### config.mk
export PLATFORM = sky130hd
export DESIGN_NAME = c_buffer_drain
export DESIGN_NICKNAME = d
export VERILOG_FILES = /design/src/rtl/c_buffer_drain.sv
export SDC_FILE = /design/constraint.sdc
export NUM_CORES = 1
export LEC_CHECK = 0
export BUFFER_PORTS_ARGS = -buffer_cell sky130_fd_sc_hd__buf_2
export CELL_PAD_IN_SITES_DETAIL_PLACEMENT = 1
export CELL_PAD_IN_SITES_GLOBAL_PLACEMENT = 1
export CORE_MARGIN = 2
export CORE_UTILIZATION = 42
export DETAILED_ROUTE_END_ITERATION = 7
export GPL_TIMING_DRIVEN = 0
export MAX_ROUTING_LAYER = met4
export PLACE_DENSITY_LB_ADDON = 0.1
export SKIP_CTS_REPAIR_TIMING = 1
export SYNTH_ARGS = -nofsm -noshare
export SYNTH_HDL_FRONTEND = slang
export SYNTH_SLANG_ARGS = --single-unit
### constraint.sdc
create_clock -name clk -period 4.61 [get_ports clk]
set_clock_uncertainty 0.05 [all_clocks]
set_input_delay 0.6915 -clock clk [delete_from_list [all_inputs] [get_ports clk]]
set_output_delay 0.6915 -clock clk [all_outputs]
set_load 0.005 [all_outputs]
### src/rtl/c_buffer_drain.sv
// Drains C result-buffer rows (WORDS x 32-bit) onto a 32-bit valid/ready response stream.
// Optional C_OFFSET_EN: adds a start-sampled signed offset to every word (wraps, no saturation).
module c_buffer_drain #(
  parameter int IDX_W = 16,
  parameter int WORDS = 4
) (
  input  logic                  clk,
  input  logic                  rst_n,
  input  logic                  start,
  input  logic [IDX_W-1:0]      num_rows,
  output logic [IDX_W-1:0]      C_index,
  input  logic [WORDS*32-1:0]   C_data_in,
  output logic                  rsp_valid,
  input  logic                  rsp_ready,
`ifdef C_OFFSET_EN
  input  logic signed [31:0]    c_offset,
`endif
  output logic [31:0]           rsp_data,
  output logic                  busy,
  output logic                  done
);

  localparam int DATA_W = 32;
  localparam int WORD_W = (WORDS > 1) ? $clog2(WORDS) : 1;

  typedef enum logic [2:0] {S_IDLE, S_FETCH, S_WAIT, S_SEND, S_DONE} state_t;

  state_t                   state, state_nxt;
  logic [IDX_W-1:0]         row, row_inc, num_rows_q;
  logic [WORD_W-1:0]        word;
  logic [WORDS*DATA_W-1:0]  row_buf_p1;
  logic [DATA_W-1:0]        lane_p1;
  logic                     done_q;
  logic                     accept;
  logic                     last_hs;

`ifdef C_OFFSET_EN
  logic signed [DATA_W-1:0] offset_q;

  function automatic logic [DATA_W-1:0] add_wrap(input logic [DATA_W-1:0] a,
                                                 input logic signed [DATA_W-1:0] b);
    logic signed [DATA_W-1:0] s;
    s = $signed(a) + b;
    return s;
  endfunction
`endif

  // done is registered one cycle behind the DONE state; busy spans both cycles
  // so a new start cannot land on top of the outgoing done pulse.
  assign accept  = (state == S_IDLE) && start && !done_q;
  assign row_inc = row + 1'b1;
  assign last_hs = (state == S_SEND) && rsp_ready && (word == WORD_W'(WORDS - 1));
  assign lane_p1 = row_buf_p1[word*DATA_W +: DATA_W];

  always_ff @(posedge clk) begin
    if (!rst_n) begin
      state      <= S_IDLE;
      row        <= '0;
      num_rows_q <= '0;
      word       <= '0;
      row_buf_p1 <= '0;
      done_q     <= 1'b0;
`ifdef C_OFFSET_EN
      offset_q   <= '0;
`endif
    end else begin
      state  <= state_nxt;
      done_q <= (state == S_DONE);
      if (accept) begin
        num_rows_q <= num_rows;
        row        <= '0;
`ifdef C_OFFSET_EN
        offset_q   <= c_offset;
`endif
      end
      // p1: buffer read data captured one cycle after the address
      if (state == S_WAIT) begin
        row_buf_p1 <= C_data_in;
        word       <= '0;
      end
      if ((state == S_SEND) && rsp_ready) begin
        if (last_hs) begin
          word <= '0;
          row  <= row_inc;
        end else begin
          word <= word + 1'b1;
        end
      end
    end
  end

  always_comb begin
    state_nxt = state;
    case (state)
      S_IDLE:  if (accept) state_nxt = (num_rows == '0) ? S_DONE : S_FETCH;
      S_FETCH: state_nxt = S_WAIT;
      S_WAIT:  state_nxt = S_SEND;
      S_SEND:  if (last_hs) state_nxt = (row_inc == num_rows_q) ? S_DONE : S_FETCH;
      S_DONE:  state_nxt = S_IDLE;
      default: state_nxt = S_IDLE;
    endcase
  end

  always_comb begin
    C_index   = '0;
    rsp_valid = 1'b0;
    rsp_data  = '0;
    if ((state == S_FETCH) || (state == S_WAIT) || (state == S_SEND)) C_index = row;
    if (state == S_SEND) begin
      rsp_valid = 1'b1;
`ifdef C_OFFSET_EN
      rsp_data  = add_wrap(lane_p1, offset_q);
`else
      rsp_data  = lane_p1;
`endif
    end
  end

  assign busy = (state != S_IDLE) || done_q;
  assign done = done_q;

endmodule

==> results.tsv, run 1 <==
metric	value	unit
DRT Pass-1 Iters	6	
setup tns final	0	ns
Fin. Hold Viols	0	
number of synthesized flops with an enable pin	0	
count of final setup violators	0	
number of global-route vias before repair	7633	
Seq/Total Area, Yosys	41.6	%
WHS	0.412	ns
DRT Wirelength	26100	um
CP arrival	2.58	ns
Design Area, Final	0.00992	sq mm
Hold Path Class	register to register	
Pwr Density	378	mW/mm^2
Sw Share	27.7	%
die area	0.0201	sq mm
combinational fraction of design power	14.6	%
final slew viol count	0	
Slew @ Worst Pin	0.729	ns
vias	7356	
Seq pwr share	42.9	%
GRT Residual Overflow	0	
die height	142	um
CP delay by family, top	buffers and inverters	
commonest non-fill, non-tap cell in the layout	nand2_1	
CP required	3.87	ns
RSZ-0062 raised after global routing	no	
synthesis-to-finish area growth	24.3	%
CP max-delay cell	mux4_2	
Synthesized Nets	1087	
starting DRC count in detailed routing	259	
CP Launch Type	register	
WL/cell	18.6	um
Worst VDD drop	0.301	mV
layout cell share with drive strength beyond 1	24.3	%
global router's overall resource usage	27.2	%
Largest stage delay, worst path	0.57	ns
Mapped Area	0.00798	sq mm
Final Total Pwr	3.75	mW
placed instance area	0.00926	sq mm
I/O pin count	199	
fin crit period	3.32	ns
Max Root-Sink Buffers	2	
#FFs+latches synth	166	
remaining routing DRC violations	0	
slack of the critical path	1.29	ns
clock network power share	42.5	%
CTS tree	done	
Initial Util	42.8	%
Clk Latency, worst-skew pair	0.43	ns
DP HPWL	19200	um
Die Wd	142	um
yosys warns	0	
slew margin rel.	51.4	%
outcome	completed	
antenna viol nets, final	0	
Tcrit/Tclk final	72.0	%
final design utilization	53.2	%
max-capacitance violation count	0	
Gate Count Post-Synth	937	
WS Path Type	register to output port	
Pint	2.71	mW
CTS buffer count	17	
Pleak	3.92	nW
H-tree depth	4	
CP bufs+invs	3	
Site Rows	50	
largest net degree at the start of global routing	17	
antenna violations before repair	3	
Synth Area per Inst	8.52	sq um
final non-filler cell total	1404	
Post-synth top flop	dfxtp_1	
dpl cells	1368	
Psw	1.04	mW
Peak Freq	301	MHz
routed vias/inst	5.24	
first-pass GRT wire length	40900	um
core area	0.0186	sq mm
Final #Nets	1303	
clock slew at the register clock pins of the worst setup and hold paths	0.07	ns
asr flop ratio synth	0	%
Final GP Congestion	0.816	
most frequent cells in the layout	309 x nand2_1, 206 x buf_2, 166 x dfxtp_1	
Root Buffer	clkbuf_16	
post-placement setup slack	1.65	ns
library cells used by synthesis	47	
I/O Buffers	197	
Worst setup EP type	output port	
crit-path most repeated cell	buf_2	
Clock Sinks	166	
crit path max fanout	10	
crit-path cells	clkbuf_1 > buf_2 > mux4_2 > and2_1 > buf_2	
## layout make-up
type | count | area [sq um]
Antenna cell | 4 | 10.0
Buffer | 74 | 308
Clock buffer | 20 | 467
Clock inverter | 12 | 186
Fill cell | 2298 | 8720
Inverter | 2 | 7.51
Multi-Input combinational cell | 695 | 4340
Sequential cell | 166 | 3320
Tap cell | 234 | 293
Timing Repair Buffer | 197 | 986
## cells in the mapped netlist (all sizes together) (6+ instances only)
cell,number,area [sq um]
a21boi,149,1120
a21oi,11,55.1
and2,56,352
buf,13,78.8
clkbuf,61,229
dfxtp,166,3320
mux4,32,721
nand2,309,1160
nand3,13,65.1
nor2,24,100
nor3,9,45.0
nor4,7,58.8
o21ai,20,100
xnor2,15,131
xor2,6,52.6
## power by group through the flow
stage               registers, mW  logic (mW)  clock network (mW)
detailed placement           1.64       0.547                   0
CTS                          1.61       0.553                1.61
floorplan                    1.62       0.325                   0
finish                       1.61       0.547                1.59
global route                 1.62       0.611                1.67
global placement             1.63       0.533                   0
## registers in the layout, summed over array words and instances (netlist names)
register    flops
done            1
row_buf_p1    128
state           3
row            16
word            2
num_rows_q     16
## final timing paths
kind,slack [ns],to,depth (start not counted),startpoint
setup / recovery,1.29,rsp_data[4],5,word[0]$_SDFFE_PN0P_
hold reg to reg,0.41,row_buf_p1[39]$_SDFFE_PN0P_,2,row_buf_p1[39]$_SDFFE_PN0P_
hold / removal,0.41,row_buf_p1[39]$_SDFFE_PN0P_,2,row_buf_p1[39]$_SDFFE_PN0P_
setup reg to reg,2.06,state[2]$_SDFFE_PN0P_,9,row[0]$_SDFF_PN0_
## kinds of logic (layout without fill, tap and decap cells)
group / count (synthesis) / in the layout / share of synthesized area (%)
AOI/OAI and AO/OA: 201 / 201 / 18.2
buffers and inverters: 76 / 305 / 3.95
adders and majority gates: 3 / 3 / 0.439
muxes: 32 / 32 / 9.03
other: 0 / 4 / 0
DFF: 166 / 166 / 41.6
and+or+nand+nor: 438 / 438 / 24.4
xor gates and xnor gates: 21 / 21 / 2.31
## per-layer routing
layer | global-route usage, % | up-vias | share of wire (%)
met5 | - | - | 0
met4 | 8.05 | 0 | 1.8
met3 | 3.88 | 35 | 3.9
met2 | 46.0 | 168 | 49
met1 | 34.0 | 3554 | 45
li1 | - | 3599 | -
## worst reg2reg max path, stage by stage, from the launching register on
cell       delay (ns)
dfxtp_1          0.48
ha_1             0.30
and3_1           0.19
buf_6            0.13
nand2b_4         0.09
nor2_1           0.16
xnor2_1          0.19
nand4_1          0.19
a2111oi_2        0.49
a31o_1           0.21
Power figures use the tool's default switching activity.
==> run 2: changes to the inputs <==
--- a/config.mk
+++ b/config.mk
@@ -9,7 +9,7 @@
 export CELL_PAD_IN_SITES_DETAIL_PLACEMENT = 1
 export CELL_PAD_IN_SITES_GLOBAL_PLACEMENT = 1
 export CORE_MARGIN = 2
-export CORE_UTILIZATION = 42
+export CORE_UTILIZATION = 36
 export DETAILED_ROUTE_END_ITERATION = 7
 export GPL_TIMING_DRIVEN = 0
 export MAX_ROUTING_LAYER = met4
==> constraint.sdc (replaced) <==
create_clock -name clk -period 2.81 [get_ports clk]
set_clock_uncertainty 0.05 [all_clocks]
set_input_delay 0.4215 -clock clk [delete_from_list [all_inputs] [get_ports clk]]
set_output_delay 0.4215 -clock clk [all_outputs]
set_load 0.005 [all_outputs]
==> run 2 against run 1 <==
Net effect: cell area grew 0.38%; via count shrank 1.5%; worst hold slack lost 0.23 ns; critical path type unchanged.
==> results.tsv, run 2 (synthesis results as in run 1) <==
metric	value	unit	change
antenna viol nets, final	0		unchanged
top flop regs	row_buf_p1 (128), num_rows_q (16), row (16)		
final design utilization	45.8	%	-7.4 points
DRT Pass-1 Iters	4		-2
starting DRC count in detailed routing	246		-5.0%
Peak Freq	377	MHz	
count of final setup violators	0		unchanged
commonest non-fill, non-tap cell in the layout	nand2_1		
synthesis-to-finish area growth	24.8	%	
Worst VDD drop	0.362	mV	+21%
Pwr Density	603	mW/mm^2	+60%
final slew viol count	0		unchanged
Final #Nets	1303		unchanged
Clk Latency, worst-skew pair	0.43	ns	about the same
H-tree depth	4		unchanged
crit path max fanout	10		unchanged
Design Area, Final	0.00996	sq mm	+0.38%
CTS buffer count	17		unchanged
global router's overall resource usage	23.6	%	-3.5 points
I/O pin count	199		unchanged
fin crit period	2.65	ns	
Final GP Congestion	0.831		+1.8%
Worst setup EP type	output port		
max reg flops	128		unchanged
dpl cells	1414		+3.4%
CP arrival	2.18	ns	-0.40 ns
die area	0.0234	sq mm	+16%
final non-filler cell total	1448		+3.1%
Clock Sinks	166		unchanged
setup tns final	0	ns	unchanged
WL/cell	18.3	um	-1.5%
clock network power share	41.2	%	-1.3 points
die height	153	um	+7.8%
RSZ-0062 raised after global routing	no		
DP HPWL	20100	um	+5.0%
Max Root-Sink Buffers	2		unchanged
Hold Path Class	input port to register		
routed vias/inst	5.01		-4.5%
Sw Share	28.5	%	+0.80 points
vias	7248		-1.5%
clock slew at the register clock pins of the worst setup and hold paths	0.07	ns	about the same
I/O Buffers	197		unchanged
Site Rows	54		+8.0%
slew margin rel.	57.8	%	+6.4 points
CTS tree	done		
# fillers	2694		+17%
max-capacitance violation count	0		unchanged
Pint	4.29	mW	+58%
outcome	completed		
combinational fraction of design power	14.8	%	+0.2 points
antenna violations before repair	2		-1
DRT Wirelength	26500	um	+1.5%
CP Launch Type	register		
Psw	1.71	mW	+65%
layout cell share with drive strength beyond 1	24.9	%	+0.60 points
placed instance area	0.00932	sq mm	+0.62%
Fin. Hold Viols	0		unchanged
Slew @ Worst Pin	0.633	ns	-0.0960 ns
GRT Residual Overflow	0		unchanged
Largest Register	row_buf_p1		
remaining routing DRC violations	0		unchanged
Initial Util	36.7	%	-6.1 points
Tcrit/Tclk final	94.4	%	
Pleak	3.93	nW	+0.42%
first-pass GRT wire length	41700	um	+2.0%
Seq pwr share	43.9	%	+1.0 points
WS Path Type	register to output port		
Root Buffer	clkbuf_16		
most frequent cells in the layout	309 x nand2_1, 204 x buf_2, 166 x dfxtp_1		
core area	0.0218	sq mm	+17%
largest net degree at the start of global routing	17		unchanged
CP required	2.34	ns	-1.53 ns
WHS	0.186	ns	-0.226 ns
Die Wd	153	um	+7.8%
number of global-route vias before repair	7643		+0.13%
-- run 2: cell count changes in the layout (fill, tap and decap cells not counted), moves of 2 or more --
cell        change
clkbuf_1        -7
clkbuf_2        +6
clkbuf_8        -3
clkinv_4        +3
buf_2           -2
buf_6           +2
clkinv_2        +2
clkinvlp_4      -2
diode_2         -2
-- run 2: worst max-delay path: stages, from the launching register on --
cell and delay (ns):
dfxtp_1 0.33, clkbuf_1 0.34, clkbuf_2 0.41, mux4_2 0.35, and2_1 0.19, buf_2 0.13
-- run 2: layout make-up --
cell class / count / area [sq um] / area share, %
Clock inverter: 15 / 189 / 1.90
Buffer: 74 / 332 / 3.33
Clock buffer: 17 / 425 / 4.27
Timing Repair Buffer: 197 / 986 / 9.90
Tap cell: 280 / 350 / 3.52
Antenna cell: 2 / 5.00 / 0.0503
Multi-Input combinational cell: 695 / 4340 / 43.6
Sequential cell: 166 / 3320 / 33.4
Inverter: 2 / 7.51 / 0.0754
-- run 2: metal layers --
layer	global-route usage, %	routed length, um
met5	-	0
met4	6.00	325
met3	3.43	1130
met2	39.7	13000
met1	30.1	12100
-- run 2: per-stage QoR --
| step | total power [mW] | setup WS [ns] |
|---|---|---|
| final | 6.01 | 0.157 |
| after global routing | 6.31 | 0.0185 |
| after CTS | 6.07 | -0.314 |
| after detailed placement | 3.59 | 0.157 |
| after global placement | 3.57 | 0.171 |
| after floorplan | 3.19 | 0.694 |
-- run 2: worst paths after layout --
path / from / endpoint / slack, ns / depth (start not counted)
hold reg to reg: row_buf_p1[83]$_SDFFE_PN0P_ / row_buf_p1[83]$_SDFFE_PN0P_ / 0.41 / 2
setup / recovery: word[1]$_SDFFE_PN0P_ / rsp_data[21] / 0.16 / 5
setup reg to reg: row[0]$_SDFF_PN0_ / state[0]$_SDFFE_PN0P_ / 0.32 / 9
hold / removal: C_data_in[61] / row_buf_p1[61]$_SDFFE_PN0P_ / 0.19 / 3
-- run 2: power by group through the flow --
stage / clock [mW] / sequential (mW) / combinational [mW]
6_report: 2.48 / 2.64 / 0.890
5_1_grt: 2.65 / 2.66 / 1.00
4_1_cts: 2.52 / 2.64 / 0.910
3_5_place_dp: 0 / 2.69 / 0.903
3_3_place_gp: 0 / 2.68 / 0.886
2_1_floorplan: 0 / 2.65 / 0.534
==> run 3: changes to the inputs <==
--- a/config.mk
+++ b/config.mk
@@ -14,6 +14,7 @@
 export GPL_TIMING_DRIVEN = 0
 export MAX_ROUTING_LAYER = met4
 export PLACE_DENSITY_LB_ADDON = 0.1
+export SETUP_SLACK_MARGIN = 0.4
 export SKIP_CTS_REPAIR_TIMING = 1
 export SYNTH_ARGS = -nofsm -noshare
 export SYNTH_HDL_FRONTEND = slang
==> run 3 against run 2 <==
Net effect: register-to-register slack gained 0.19 ns; non-clock buffer count grew 5; worst setup slack improved by 0.29 ns; critical endpoint is now rsp_data[20]; cell count up 0.35%; worst hold slack better by 0.00065 ns.
==> results.tsv, run 3 (synthesis results as in run 1) <==
metric	value	unit	change
outcome	completed		
commonest non-fill, non-tap cell in the layout	nand2_1		
CP Launch Type	register		
DRT Pass-1 Iters	4		unchanged
Worst setup EP type	output port		
Psw	1.75	mW	+2.0%
critical hold path startpoint	C_data_in[61]		
antenna violations before repair	2		unchanged
number of global-route vias before repair	7643		unchanged
Pleak	4.04	nW	+2.6%
r2r startpoint	state[2]$_SDFFE_PN0P_		
most frequent cells in the layout	309 x nand2_1, 201 x buf_2, 162 x dfxtp_1		
Site Rows	54		unchanged
Clock Sinks	166		unchanged
routed vias/inst	5.03		+0.47%
DRT Wirelength	27100	um	+2.2%
fin crit period	2.36	ns	-0.292 ns
die area	0.0234	sq mm	unchanged
remaining routing DRC violations	0		unchanged
max-capacitance violation count	0		unchanged
Fin. Hold Viols	0		unchanged
setup tns final	0	ns	unchanged
GRT Residual Overflow	0		unchanged
H-tree depth	4		unchanged
CTS tree	done		
Root Buffer	clkbuf_16		
CP arrival	1.89	ns	-0.29 ns
CP Launch Point	word[0]$_SDFFE_PN0P_		
count of final setup violators	0		unchanged
clock network power share	41.1	%	about the same
Seq pwr share	43.6	%	-0.3 points
Die Wd	153	um	unchanged
slew margin rel.	51.8	%	-6.0 points
placed instance area	0.00932	sq mm	unchanged
RSZ-0062 raised after global routing	yes		
Slew @ Worst Pin	0.723	ns	+0.0901 ns
antenna viol nets, final	0		unchanged
Peak Freq	423	MHz	+12%
layout cell share with drive strength beyond 1	28.0	%	+3.1 points
Design Area, Final	0.0102	sq mm	+2.7%
slack of the critical path	0.449	ns	+0.292 ns
core area	0.0218	sq mm	unchanged
Final Total Pwr	6.06	mW	+0.95%
starting DRC count in detailed routing	289		+17%
Worst VDD drop	0.377	mV	+4.0%
final slew viol count	0		unchanged
FF-to-FF path depth	6		-3
CP required	2.34	ns	about the same
WL/cell	18.7	um	+1.9%
global router's overall resource usage	23.6	%	unchanged
post-placement setup slack	0.157	ns	unchanged
WHS Path Cells	3		unchanged
Initial Util	36.7	%	unchanged
Pwr Density	593	mW/mm^2	-1.7%
vias	7307		+0.81%
die height	153	um	unchanged
Largest Register	row_buf_p1		
Tcrit/Tclk final	84.0	%	-10 points
WHS	0.187	ns	+0.000645 ns
I/O Buffers	197		unchanged
Hold Path Class	input port to register		
DP HPWL	20100	um	unchanged
Max Root-Sink Buffers	2		unchanged
synthesis-to-finish area growth	28.1	%	
first-pass GRT wire length	41700	um	unchanged
I/O pin count	199		unchanged
Clk Latency, worst-skew pair	0.42	ns	about the same
Final GP Congestion	0.831		unchanged
Pint	4.32	mW	+0.53%
CTS buffer count	17		unchanged
max reg flops	128		unchanged
top flop regs	row_buf_p1 (128), num_rows_q (16), row (16)		
clock slew at the register clock pins of the worst setup and hold paths	0.07	ns	about the same
Final #Nets	1308		+0.38%
Sw Share	28.8	%	+0.30 points
largest net degree at the start of global routing	17		unchanged
crit path max fanout	7		-3
WS Path Type	register to output port		
combinational fraction of design power	15.3	%	+0.5 points
-- run 3: cell types whose count changed in the layout (fill, tap and decap cells not counted), moves of 4 or more --
| cell | delta |
|---|---|
| and2_4 | +23 |
| buf_12 | +4 |
| buf_4 | +4 |
| dfxtp_2 | +4 |
| and2_1 | -23 |
| dfxtp_1 | -4 |
-- run 3: final timing paths --
kind / slack, ns / end
max: 0.45 / rsp_data[20]
min: 0.19 / row_buf_p1[61]$_SDFFE_PN0P_
max reg2reg: 0.51 / row_buf_p1[50]$_SDFFE_PN0P_
min reg2reg: 0.41 / row_buf_p1[65]$_SDFFE_PN0P_
-- run 3: cell type report --
cell class	instances	area, sq um
inverters	2	7.51
plain buffers	74	402
repair buffers	202	1090
clock buffers	17	425
clock inverters	15	189
diodes	2	5.00
fillers	2675	11500
flip-flops and latches	166	3330
multi-input cells	695	4430
well taps	280	350
-- run 3: power groups by stage --
stage               sequential (mW)  combinational [mW]  clock [mW]
floorplan                      2.65               0.534           0
global placement               2.68               0.886           0
detailed placement             2.69               0.903           0
CTS                            2.64               0.910        2.52
global route                   2.66                1.04        2.65
finish                         2.64               0.929        2.49
-- run 3: metal layers --
layer	GRT usage, %	share of wire [%]
met1	30.1	46
met2	39.7	49
met3	3.43	3.9
met4	6.00	1.4
met5	-	0
-- run 3: critical path, cell delays in order, from the launching register on --
cell and delay (ns):
dfxtp_2 0.36, buf_12 0.16, clkbuf_16 0.17, mux4_2 0.50
and2_4 0.17, buf_2 0.12
-- run 3: metrics by stage --
stage / utilization (%) / std cells
finish: 47.0 / 1453
floorplan: - / 937
CTS: 45.6 / 1446
detailed placement: 42.8 / 1414
global placement: 42.8 / 1414
global route: 47.0 / 1453
